File: src/rtl/alu_muldiv_pkg.sv
// Shared definitions for the iterative multiply/divide unit: operation
// encodings, FSM state codes and small decode helpers.
package alu_muldiv_pkg;

    typedef enum logic [1:0] {
        OP_MULT  = 2'b00,
        OP_MULTU = 2'b01,
        OP_DIV   = 2'b10,
        OP_DIVU  = 2'b11
    } op_e;

    localparam logic [1:0] IDLE = 2'd0;
    localparam logic [1:0] RUN  = 2'd1;
    localparam logic [1:0] FIX  = 2'd2;

    // Counter must be able to hold the value ITER itself.
    function automatic int cntWidth(input int iter);
        return $clog2(iter + 1);
    endfunction

    function automatic logic isSignedOp(input logic [1:0] op);
        return (op == OP_MULT) || (op == OP_DIV);
    endfunction

    function automatic logic isDivOp(input logic [1:0] op);
        return (op == OP_DIV) || (op == OP_DIVU);
    endfunction

endpackage

File: src/rtl/alu_muldiv_step.sv
// One iteration of the unsigned datapath on the {hi, lo} working register.
// Multiply: lo holds the multiplier, operand is the multiplicand; add then
// shift right. Divide: lo holds the dividend/quotient, hi the partial
// remainder, operand is the divisor; restoring shift-subtract.
module muldiv_step #(
    parameter int WIDTH = 32
) (
    input  logic                 isDiv,
    input  logic [2*WIDTH-1:0]   workIn,
    input  logic [WIDTH-1:0]     operand,
    output logic [2*WIDTH-1:0]   workOut
);

    logic [WIDTH-1:0] hiPart;
    logic [WIDTH-1:0] loPart;
    logic [WIDTH:0]   mulSum;
    logic [WIDTH:0]   divShift;
    logic [WIDTH:0]   divDiff;

    assign hiPart = workIn[2*WIDTH-1:WIDTH];
    assign loPart = workIn[WIDTH-1:0];

    // Single shift-add or shift-subtract step; the borrow bit of the trial
    // subtraction decides whether the remainder is restored.
    always_comb begin
        mulSum   = {1'b0, hiPart} + (loPart[0] ? {1'b0, operand} : '0);
        divShift = {hiPart, loPart[WIDTH-1]};
        divDiff  = divShift - {1'b0, operand};
        workOut  = '0;
        if (isDiv) begin
            if (!divDiff[WIDTH]) begin
                workOut = {divDiff[WIDTH-1:0], loPart[WIDTH-2:0], 1'b1};
            end else begin
                workOut = {divShift[WIDTH-1:0], loPart[WIDTH-2:0], 1'b0};
            end
        end else begin
            workOut = {mulSum, loPart[WIDTH-1:1]};
        end
    end

endmodule

File: src/rtl/alu_muldiv.sv
// Iterative MIPS-style MULT/MULTU/DIV/DIVU unit with HI/LO registers.
// Operands are captured as magnitudes at Start, ITER unsigned steps run,
// then a fix-up cycle applies signs and writes HI/LO.
module alu_muldiv
    import alu_muldiv_pkg::*;
#(
    parameter int WIDTH = 32,
    parameter int ITER  = 32
) (
    input  logic             clk,
    input  logic             reset,
    input  logic             Start,
    input  logic [1:0]       Op,
    input  logic [WIDTH-1:0] SrcA,
    input  logic [WIDTH-1:0] SrcB,
    input  logic             HiWrite,
    input  logic             LoWrite,
    input  logic [WIDTH-1:0] WriteData,
    output logic             Busy,
    output logic             Done,
    output logic [WIDTH-1:0] HI,
    output logic [WIDTH-1:0] LO
);

    localparam int CNT_W = cntWidth(ITER);
    localparam logic [CNT_W-1:0] LAST_STEP = CNT_W'(ITER - 1);

    logic [1:0]         state;
    logic [CNT_W-1:0]   count;
    logic               opIsDiv;
    logic               negResult;
    logic               negRemainder;
    logic               divZero;
    logic [WIDTH-1:0]   operand;
    logic [2*WIDTH-1:0] work;
    logic [2*WIDTH-1:0] stepOut;
    logic [WIDTH-1:0]   hiReg;
    logic [WIDTH-1:0]   loReg;
    logic               doneReg;

    logic               startIsDiv;
    logic               signA;
    logic               signB;
    logic [WIDTH-1:0]   magA;
    logic [WIDTH-1:0]   magB;

    logic [2*WIDTH-1:0] prodFixed;
    logic [WIDTH-1:0]   quoFixed;
    logic [WIDTH-1:0]   remFixed;

    muldiv_step #(.WIDTH(WIDTH)) step (
        .isDiv   (opIsDiv),
        .workIn  (work),
        .operand (operand),
        .workOut (stepOut)
    );

    // Operand decode at launch: signed ops record signs and use magnitudes.
    always_comb begin
        startIsDiv = isDivOp(Op);
        signA      = isSignedOp(Op) & SrcA[WIDTH-1];
        signB      = isSignedOp(Op) & SrcB[WIDTH-1];
        magA       = signA ? -SrcA : SrcA;
        magB       = signB ? -SrcB : SrcB;
    end

    // Sign correction of the finished unsigned result; a zero divisor forces
    // an all-ones quotient, and the remainder path restores SrcA itself.
    always_comb begin
        prodFixed = negResult ? -work : work;
        remFixed  = negRemainder ? -work[2*WIDTH-1:WIDTH] : work[2*WIDTH-1:WIDTH];
        if (divZero) begin
            quoFixed = '1;
        end else begin
            quoFixed = negResult ? -work[WIDTH-1:0] : work[WIDTH-1:0];
        end
    end

    // Control FSM, iteration counter and the architectural HI/LO registers.
    always_ff @(posedge clk) begin
        if (reset) begin
            state        <= IDLE;
            count        <= '0;
            opIsDiv      <= 1'b0;
            negResult    <= 1'b0;
            negRemainder <= 1'b0;
            divZero      <= 1'b0;
            operand      <= '0;
            work         <= '0;
            hiReg        <= '0;
            loReg        <= '0;
            doneReg      <= 1'b0;
        end else begin
            doneReg <= 1'b0;
            case (state)
                IDLE: begin
                    if (Start) begin
                        opIsDiv      <= startIsDiv;
                        negResult    <= signA ^ signB;
                        negRemainder <= signA;
                        divZero      <= startIsDiv && (SrcB == '0);
                        operand      <= startIsDiv ? magB : magA;
                        work         <= {{WIDTH{1'b0}}, (startIsDiv ? magA : magB)};
                        count        <= '0;
                        state        <= RUN;
                    end else begin
                        if (HiWrite) begin
                            hiReg <= WriteData;
                        end
                        if (LoWrite) begin
                            loReg <= WriteData;
                        end
                    end
                end
                RUN: begin
                    work  <= stepOut;
                    count <= count + CNT_W'(1);
                    if (count == LAST_STEP) begin
                        state <= FIX;
                    end
                end
                FIX: begin
                    if (opIsDiv) begin
                        hiReg <= remFixed;
                        loReg <= quoFixed;
                    end else begin
                        hiReg <= prodFixed[2*WIDTH-1:WIDTH];
                        loReg <= prodFixed[WIDTH-1:0];
                    end
                    doneReg <= 1'b1;
                    state   <= IDLE;
                end
                default: begin
                    state <= IDLE;
                end
            endcase
        end
    end

    assign Busy = (state != IDLE);
    assign Done = doneReg;
    assign HI   = hiReg;
    assign LO   = loReg;

endmodule

File: config.mk
export PLATFORM = sky130hd
export DESIGN_NAME = alu_muldiv
export DESIGN_NICKNAME = d
export VERILOG_FILES = /design/src/rtl/alu_muldiv_pkg.sv /design/src/rtl/alu_muldiv_step.sv /design/src/rtl/alu_muldiv.sv
export SDC_FILE = /design/constraint.sdc
export NUM_CORES = 1
export LEC_CHECK = 0
export BUFFER_PORTS_ARGS = -buffer_cell sky130_fd_sc_hd__buf_4
export CAP_MARGIN = 20
export CORE_MARGIN = 5
export CORE_UTILIZATION = 55
export DETAILED_ROUTE_END_ITERATION = 8
export GPL_TIMING_DRIVEN = 0
export PLACE_DENSITY = 0.79
export SLEW_MARGIN = 15
export SYNTH_ARGS = -nofsm -noshare
export SYNTH_HDL_FRONTEND = slang
export SYNTH_SLANG_ARGS = --single-unit
File: constraint.sdc
create_clock -name clk -period 2.95 [get_ports clk]
set_input_delay 0.7375 -clock clk [delete_from_list [all_inputs] [get_ports clk]]
set_output_delay 0.7375 -clock clk [all_outputs]
set_load 0.01 [all_outputs]
==> flow_metrics.tcl, run 1 <==
set metrics [dict create \
    run_status "complete, but fails checks" \
    failed_checks "setup timing" \
    n_antenna_cell 0 \
    yosysWarnings 0 \
    nets 2380 \
    synth_top_family_by_area "compound AO/OA/AOI/OAI gates" \
    yosysSeqAreaShare 0.2342 \
    clock_latency_ns 0.46 \
    cts_root_buffer "clkbuf_16" \
    crit_path_max_fanout 4 \
    post-route-util 0.6908 \
    antenna_found_initial 0 \
    grt_use_total 0.3748 \
    hold_viol 0 \
    hold_class "register to register" \
    syn_nets 2154 \
    clock-sinks 173 \
    routed_wl_um 61230 \
    synth-edff-count 0 \
    grt-ovfl-total 0 \
    syn_area_um2 14790 \
    cp.arrival_ns 3.36 \
    synth_top_area_share 0.2342 \
    ant_nets 0 \
    row_count 60 \
    cts_made_buffers 17 \
    wire_per_inst_um 23.92 \
    synth_top_area_cell "dfxtp_1" \
    fin_crit_sh 1.013 \
    ys_seq_elements 173 \
    drv_slew 0 \
    ys_top_cells_by_count "nand2_1 (200), nor2_1 (197), a21oi_1 (193), dfxtp_1 (173), clkbuf_1 (110)" \
    setup_viol_count_final 4 \
    yosys-top-cells-area "dfxtp_1 (23%), a21oi_1 (6.5%), ha_1 (5.8%), xnor2_1 (5.6%), mux2i_1 (5.1%)" \
    tritoncts "built" \
    place_ws_ns -0.9344 \
    slew_headroom 0.2751 \
    synth.distinct_cells 93 \
    finClkSkew_ns 0.01814 \
    cp-start-kind "input pin" \
    dieHeight_um 174.0 \
    muxShareOfSynthArea 0.05229 \
    p_per_area_nw_per_um2 427.4 \
    avgSynthCellArea_um2 7.468 \
    die_w_um 174.0 \
    clockBufferDepth 2 \
    drcViolationCount 0 \
    initialDrtViolationCount 2203 \
    synthXorXnorAreaFrac 0.1007 \
    ys.flop_type "dfxtp_1" \
    grt_pass1_wl_um 90490 \
    synth_compound_area_frac 0.2920 \
    critPathKind "input pin to register" \
    dp_hpwl_um 46480 \
    dieArea_um2 30260 \
    initial_utilization 0.5533 \
    fillers 2270 \
    ios 169 \
    ir_drop_mv 0.3302 \
    rsz0062_at_grt "yes" \
    gp_congestion 1.003 \
    required_ns 3.32 \
    synthSimpleGateAreaFrac 0.2015 \
    vias 17039 \
    syn_to_final_growth_pct 24.86 \
    grt_pass1_vias 15890 \
    io_buffers 167 \
    leakagePower_nw 7.440 \
    drt_first_pass_iters 6 \
    grt_max_degree 22 \
    drive_above_1_share 0.2136 \
    synthAdderAreaFrac 0.06109 \
    fin_crit_ns 2.988 \
    coreArea_um2 26730 \
    maxCapViolations 0 \
    async_flop_share 0 \
    maxClockFrequency_mhz 334.7 \
    worstSetupEndpointType "register" \
    viasPerCell 6.656 \
    synth.most_common_cell "nand2_1" \
    fin_total_pwr_mw 7.892 \
    tightest_slew_ns 1.083 \
    postSynthCellCount 1980 \
    htree_levels 4 \
    worst_slack_ns -0.03755 \
    clk_pin_slew_worst_paths_ns 0.09 \
]
-- repair_timing --
item                                    in CTS  in global routing
hold buffers                                 0                  0
cloned                                       1                  0
buffers inserted                            30                 23
endpoints found under the setup margin      64                 70
resized for setup                          125                133
pin swaps                                   37                 55
-- metrics by stage --
step	area (um^2)	std cells	hold WS, ns	setup TNS (ns)
floorplan	14800	1980	0.4319	-0.4504
CTS	17800	2541	0.4553	-0.06024
global route	18460	2560	0.4758	-0.7157
finish	18460	2560	0.4568	-0.1092
detailed placement	16480	2488	0.4456	-48.31
global placement	16480	2488	0.4405	-45.87
-- registers in the layout (all words and copies together) (netlist names) --
signal        count
Done              1
HI               32
LO               32
count             6
divZero           1
negRemainder      1
negResult         1
opIsDiv           1
operand          32
state             2
work             64
-- cell families after synthesis --
group / after synthesis
AND/OR/NAND/NOR: 626
XOR/XNOR: 170
AO/OA/AOI/OAI: 653
buffers and inverters: 210
flip-flops: 173
multiplexers: 77
adder cells (fa/ha/maj): 71
-- cell usage in the layout, fill, tap and decap left out, types with 13 or more instances in the layout --
cell and instances:
or3_1 14, clkbuf_16 17, mux2i_1 75, and3_1 14
o31ai_1 22, nor2b_1 18, buf_4 214, dfxtp_1 147
o22ai_1 14, nand2b_1 18, a22oi_1 18, inv_1 61
nor2_1 192, ha_1 48, a211oi_1 75, a21oi_1 170
xnor2_1 91, o21ai_1 21, clkbuf_1 91, nor4_1 13
a21oi_2 21, buf_1 13, o211ai_1 36, o21ai_0 79
nand3_1 33, dfxtp_2 18, a21o_1 24, a31oi_1 15
xor2_1 73, a211oi_2 14, nor3_1 30, nand2_1 197
o221ai_1 33
-- where the power goes --
group | internal, mW | switching [mW]
logic | 1.12 | 1.71
clock network | 1.18 | 1.27
registers | 2.47 | 0.139
total | 4.77 | 3.12
-- per-layer routing --
layer | GRT usage | up-vias | wire, um
met5 | 0 | - | 0
met4 | 0.2032 | 0 | 3963
met3 | 0.07547 | 229 | 6604
met2 | 0.5968 | 1142 | 26880
met1 | 0.4781 | 7968 | 23780
li1 | - | 7700 | -
-- worst max-delay path: stages --
cell,delay (ns)
buf_4,0.13
or4_4,0.56
or4_4,0.48
nor3b_4,0.28
a21oi_1,0.12
xor2_1,0.31
nor2_1,0.09
a211oi_2,0.38
a211oi_1,0.09
a211oi_1,0.18
-- final timing paths --
check                                 start  endpoint  slack [ns]  cells past startpoint
worst min-delay path                  LO[8]     LO[8]        0.46                      2
worst min register to register        LO[8]     LO[8]        0.46                      2
worst max-delay path                SrcB[9]  work[17]       -0.04                     10
worst max register to register  operand[10]  work[50]        0.02                     12
-- area by class of cell --
type,instances,area [um^2],share of cell area
multi-input cells,1597,11280,0.6111
clock inverters,15,198.9,0.01078
clock buffers,17,425.4,0.02304
plain buffers,128,631.9,0.03422
inverters,68,262.8,0.01423
flip-flops and latches,173,3516,0.1904
repair buffers,221,1719,0.09311
well taps,341,426.7,0.02311
No activity file was read; power rests on OpenSTA's default activity.
==> run 2: changes to the inputs <==
--- a/config.mk
+++ b/config.mk
@@ -11,7 +11,7 @@
 export CORE_UTILIZATION = 55
 export DETAILED_ROUTE_END_ITERATION = 8
 export GPL_TIMING_DRIVEN = 0
-export PLACE_DENSITY = 0.79
+export PLACE_DENSITY = 0.86
 export SLEW_MARGIN = 15
 export SYNTH_ARGS = -nofsm -noshare
 export SYNTH_HDL_FRONTEND = slang
==> run 2 against run 1 <==
  * The run still ends with setup timing left
  * Largest cell class unchanged
  * Sequential share of layout area down 0.13 points
  * Critical path type unchanged
  * Clock power down 4%
  * Register-to-register slack worse by 0.07 ns
  * Critical endpoint is now work[25]
==> flow_metrics.tcl, run 2 (synthesis results as in run 1) <==
set metrics [dict create \
    run_status "complete, but fails checks" \
    failed_checks "setup timing" \
    crit_chain "buf_8, or4_4, or4_4, nor3b_4, nand2_2, o31a_1, xor2_2, a31oi_1, o211a_1, a211oi_2" \
    postCtsHoldBufs 0 \
    grt_use_total 0.3829 \
    stdcell_count 2564 \
    final_common_cell "buf_4" \
    wl_met2_um 27730 \
    dieHeight_um 174.0 \
    fin_crit_ns 3.013 \
    drt_first_pass_iters 8 \
    initialDrtViolationCount 2336 \
    maxCapViolations 0 \
    maxClockFrequency_mhz 331.9 \
    htree_levels 4 \
    drv_slew 0 \
    clock-sinks 173 \
    drive_above_1_share 0.2245 \
    grt_pass1_wl_um 92270 \
    place_ws_ns -0.9508 \
    clock_latency_ns 0.45 \
    final_cell_mix "buf_4 (212), nand2_1 (197), nor2_1 (194)" \
    antenna_found_initial 0 \
    coreArea_um2 26730 \
    hold_viol 0 \
    ios 169 \
    ir_drop_mv 0.3882 \
    dp_hpwl_um 46970 \
    cp.arrival_ns 3.31 \
    grt-ovfl-total 0 \
    rsz0062_at_grt "yes" \
    slew_headroom 0.2491 \
    p_per_area_nw_per_um2 422.7 \
    fin_crit_sh 1.021 \
    syn_to_final_growth_pct 26.59 \
    met3WireLength_um 7232 \
    finClkSkew_ns 0.01659 \
    drcViolationCount 0 \
    critPathKind "input pin to register" \
    top_layer_used "met4" \
    ant_nets 0 \
    grt_pass1_vias 16175 \
    tritoncts "built" \
    crit_path_max_fanout 5 \
    initial_utilization 0.5533 \
    io_buffers 167 \
    wirelength_met1_um 23630 \
    dp_cells 2488 \
    routed_wl_um 62880 \
    clk_pin_slew_worst_paths_ns 0.08 \
    row_count 60 \
    hold_depth 2 \
    die_w_um 174.0 \
    setup_viol_count_final 3 \
    gp_congestion 1.024 \
    wire_per_inst_um 24.52 \
    viasPerCell 6.748 \
    required_ns 3.24 \
    crit_path_frequent_cell "or4_4" \
    n_antenna_cell 0 \
    cts_root_buffer "clkbuf_16" \
    cp-start-kind "input pin" \
    crit_path_top_delay_cell "or4_4" \
    tightest_slew_ns 1.122 \
    worst_slack_ns -0.06304 \
    rr_worst_depth 15 \
    slowest_delay_ns 0.55 \
    final.setup.tns_ns -0.1409 \
    fillers 2140 \
    hold_class "register to register" \
    regMostFlops "work" \
    largest_register_ffs 64 \
    dieArea_um2 30260 \
    leakagePower_nw 7.520 \
    hold_ws_ns 0.4555 \
    fin_total_pwr_mw 7.912 \
    nets 2384 \
    grt_max_degree 20 \
    worstSetupEndpointType "register" \
    cts_made_buffers 17 \
    clockBufferDepth 2 \
    vias 17303 \
]
==> run 2: cell count changes in the layout (fill, tap and decap cells not counted), sizes merged <==
cell | previous run | this run
clkinvlp | 0 | 1
clkbuf | 115 | 120
inv | 76 | 75
clkinv | 7 | 6
==> run 2: report_power, final <==
group          internal [mW]  total, mW  leakage (nW)  switching (mW)
clock network           1.17       2.36         0.291            1.19
logic                   1.18       2.95          5.80            1.77
registers               2.47       2.60          1.43           0.139
==> run 2: final timing paths <==
| kind | startpoint | to | slack, ns |
|---|---|---|---|
| hold reg to reg | LO[3] | LO[3] | 0.46 |
| setup / recovery | SrcB[9] | work[25] | -0.06 |
| hold / removal | LO[3] | LO[3] | 0.46 |
| setup reg to reg | work[0] | work[48] | -0.05 |
==> run 2: timing repair <==
action / 4_1_cts / 5_1_grt
resized for setup: 148 / 161
hold endpoints to repair: 0 / 0
endpoints found under the setup margin: 62 / 92
gates cloned: 1 / 1
buffers inserted: 27 / 26
pin swaps: 52 / 54
==> run 2: critical path: cells and delay by family <==
family	cells	cell delay [ns]
buffers and inverters	1	0.10
AO/OA/AOI/OAI	4	0.77
XOR/XNOR	1	0.21
AND/OR/NAND/NOR	4	1.48
==> run 2: area by class of cell <==
cell class              count  area (um^2)  area share
clock buffers              18        439.2     0.02346
clock inverters            14        163.9    0.008756
inverters                  68        262.8     0.01404
flip-flops and latches    173         3541      0.1892
repair buffers            222         1764     0.09424
well taps                 341        426.7     0.02279
plain buffers             131        665.6     0.03556
multi-input cells        1597        11460      0.6120
==> run 2: metrics by stage <==
stage,util,instance area (um^2)
6_report,0.7004,18720
5_1_grt,0.7004,18720
4_1_cts,0.6680,17850
3_5_place_dp,0.6167,16480
3_3_place_gp,0.6167,16480
2_1_floorplan,-,14800
==> run 2: per-layer routing <==
metal / global-route usage / vias up
li1: - / 7719
met1: 0.4880 / 8054
met2: 0.6010 / 1259
met3: 0.07656 / 271
met4: 0.2267 / 0
met5: 0 / -
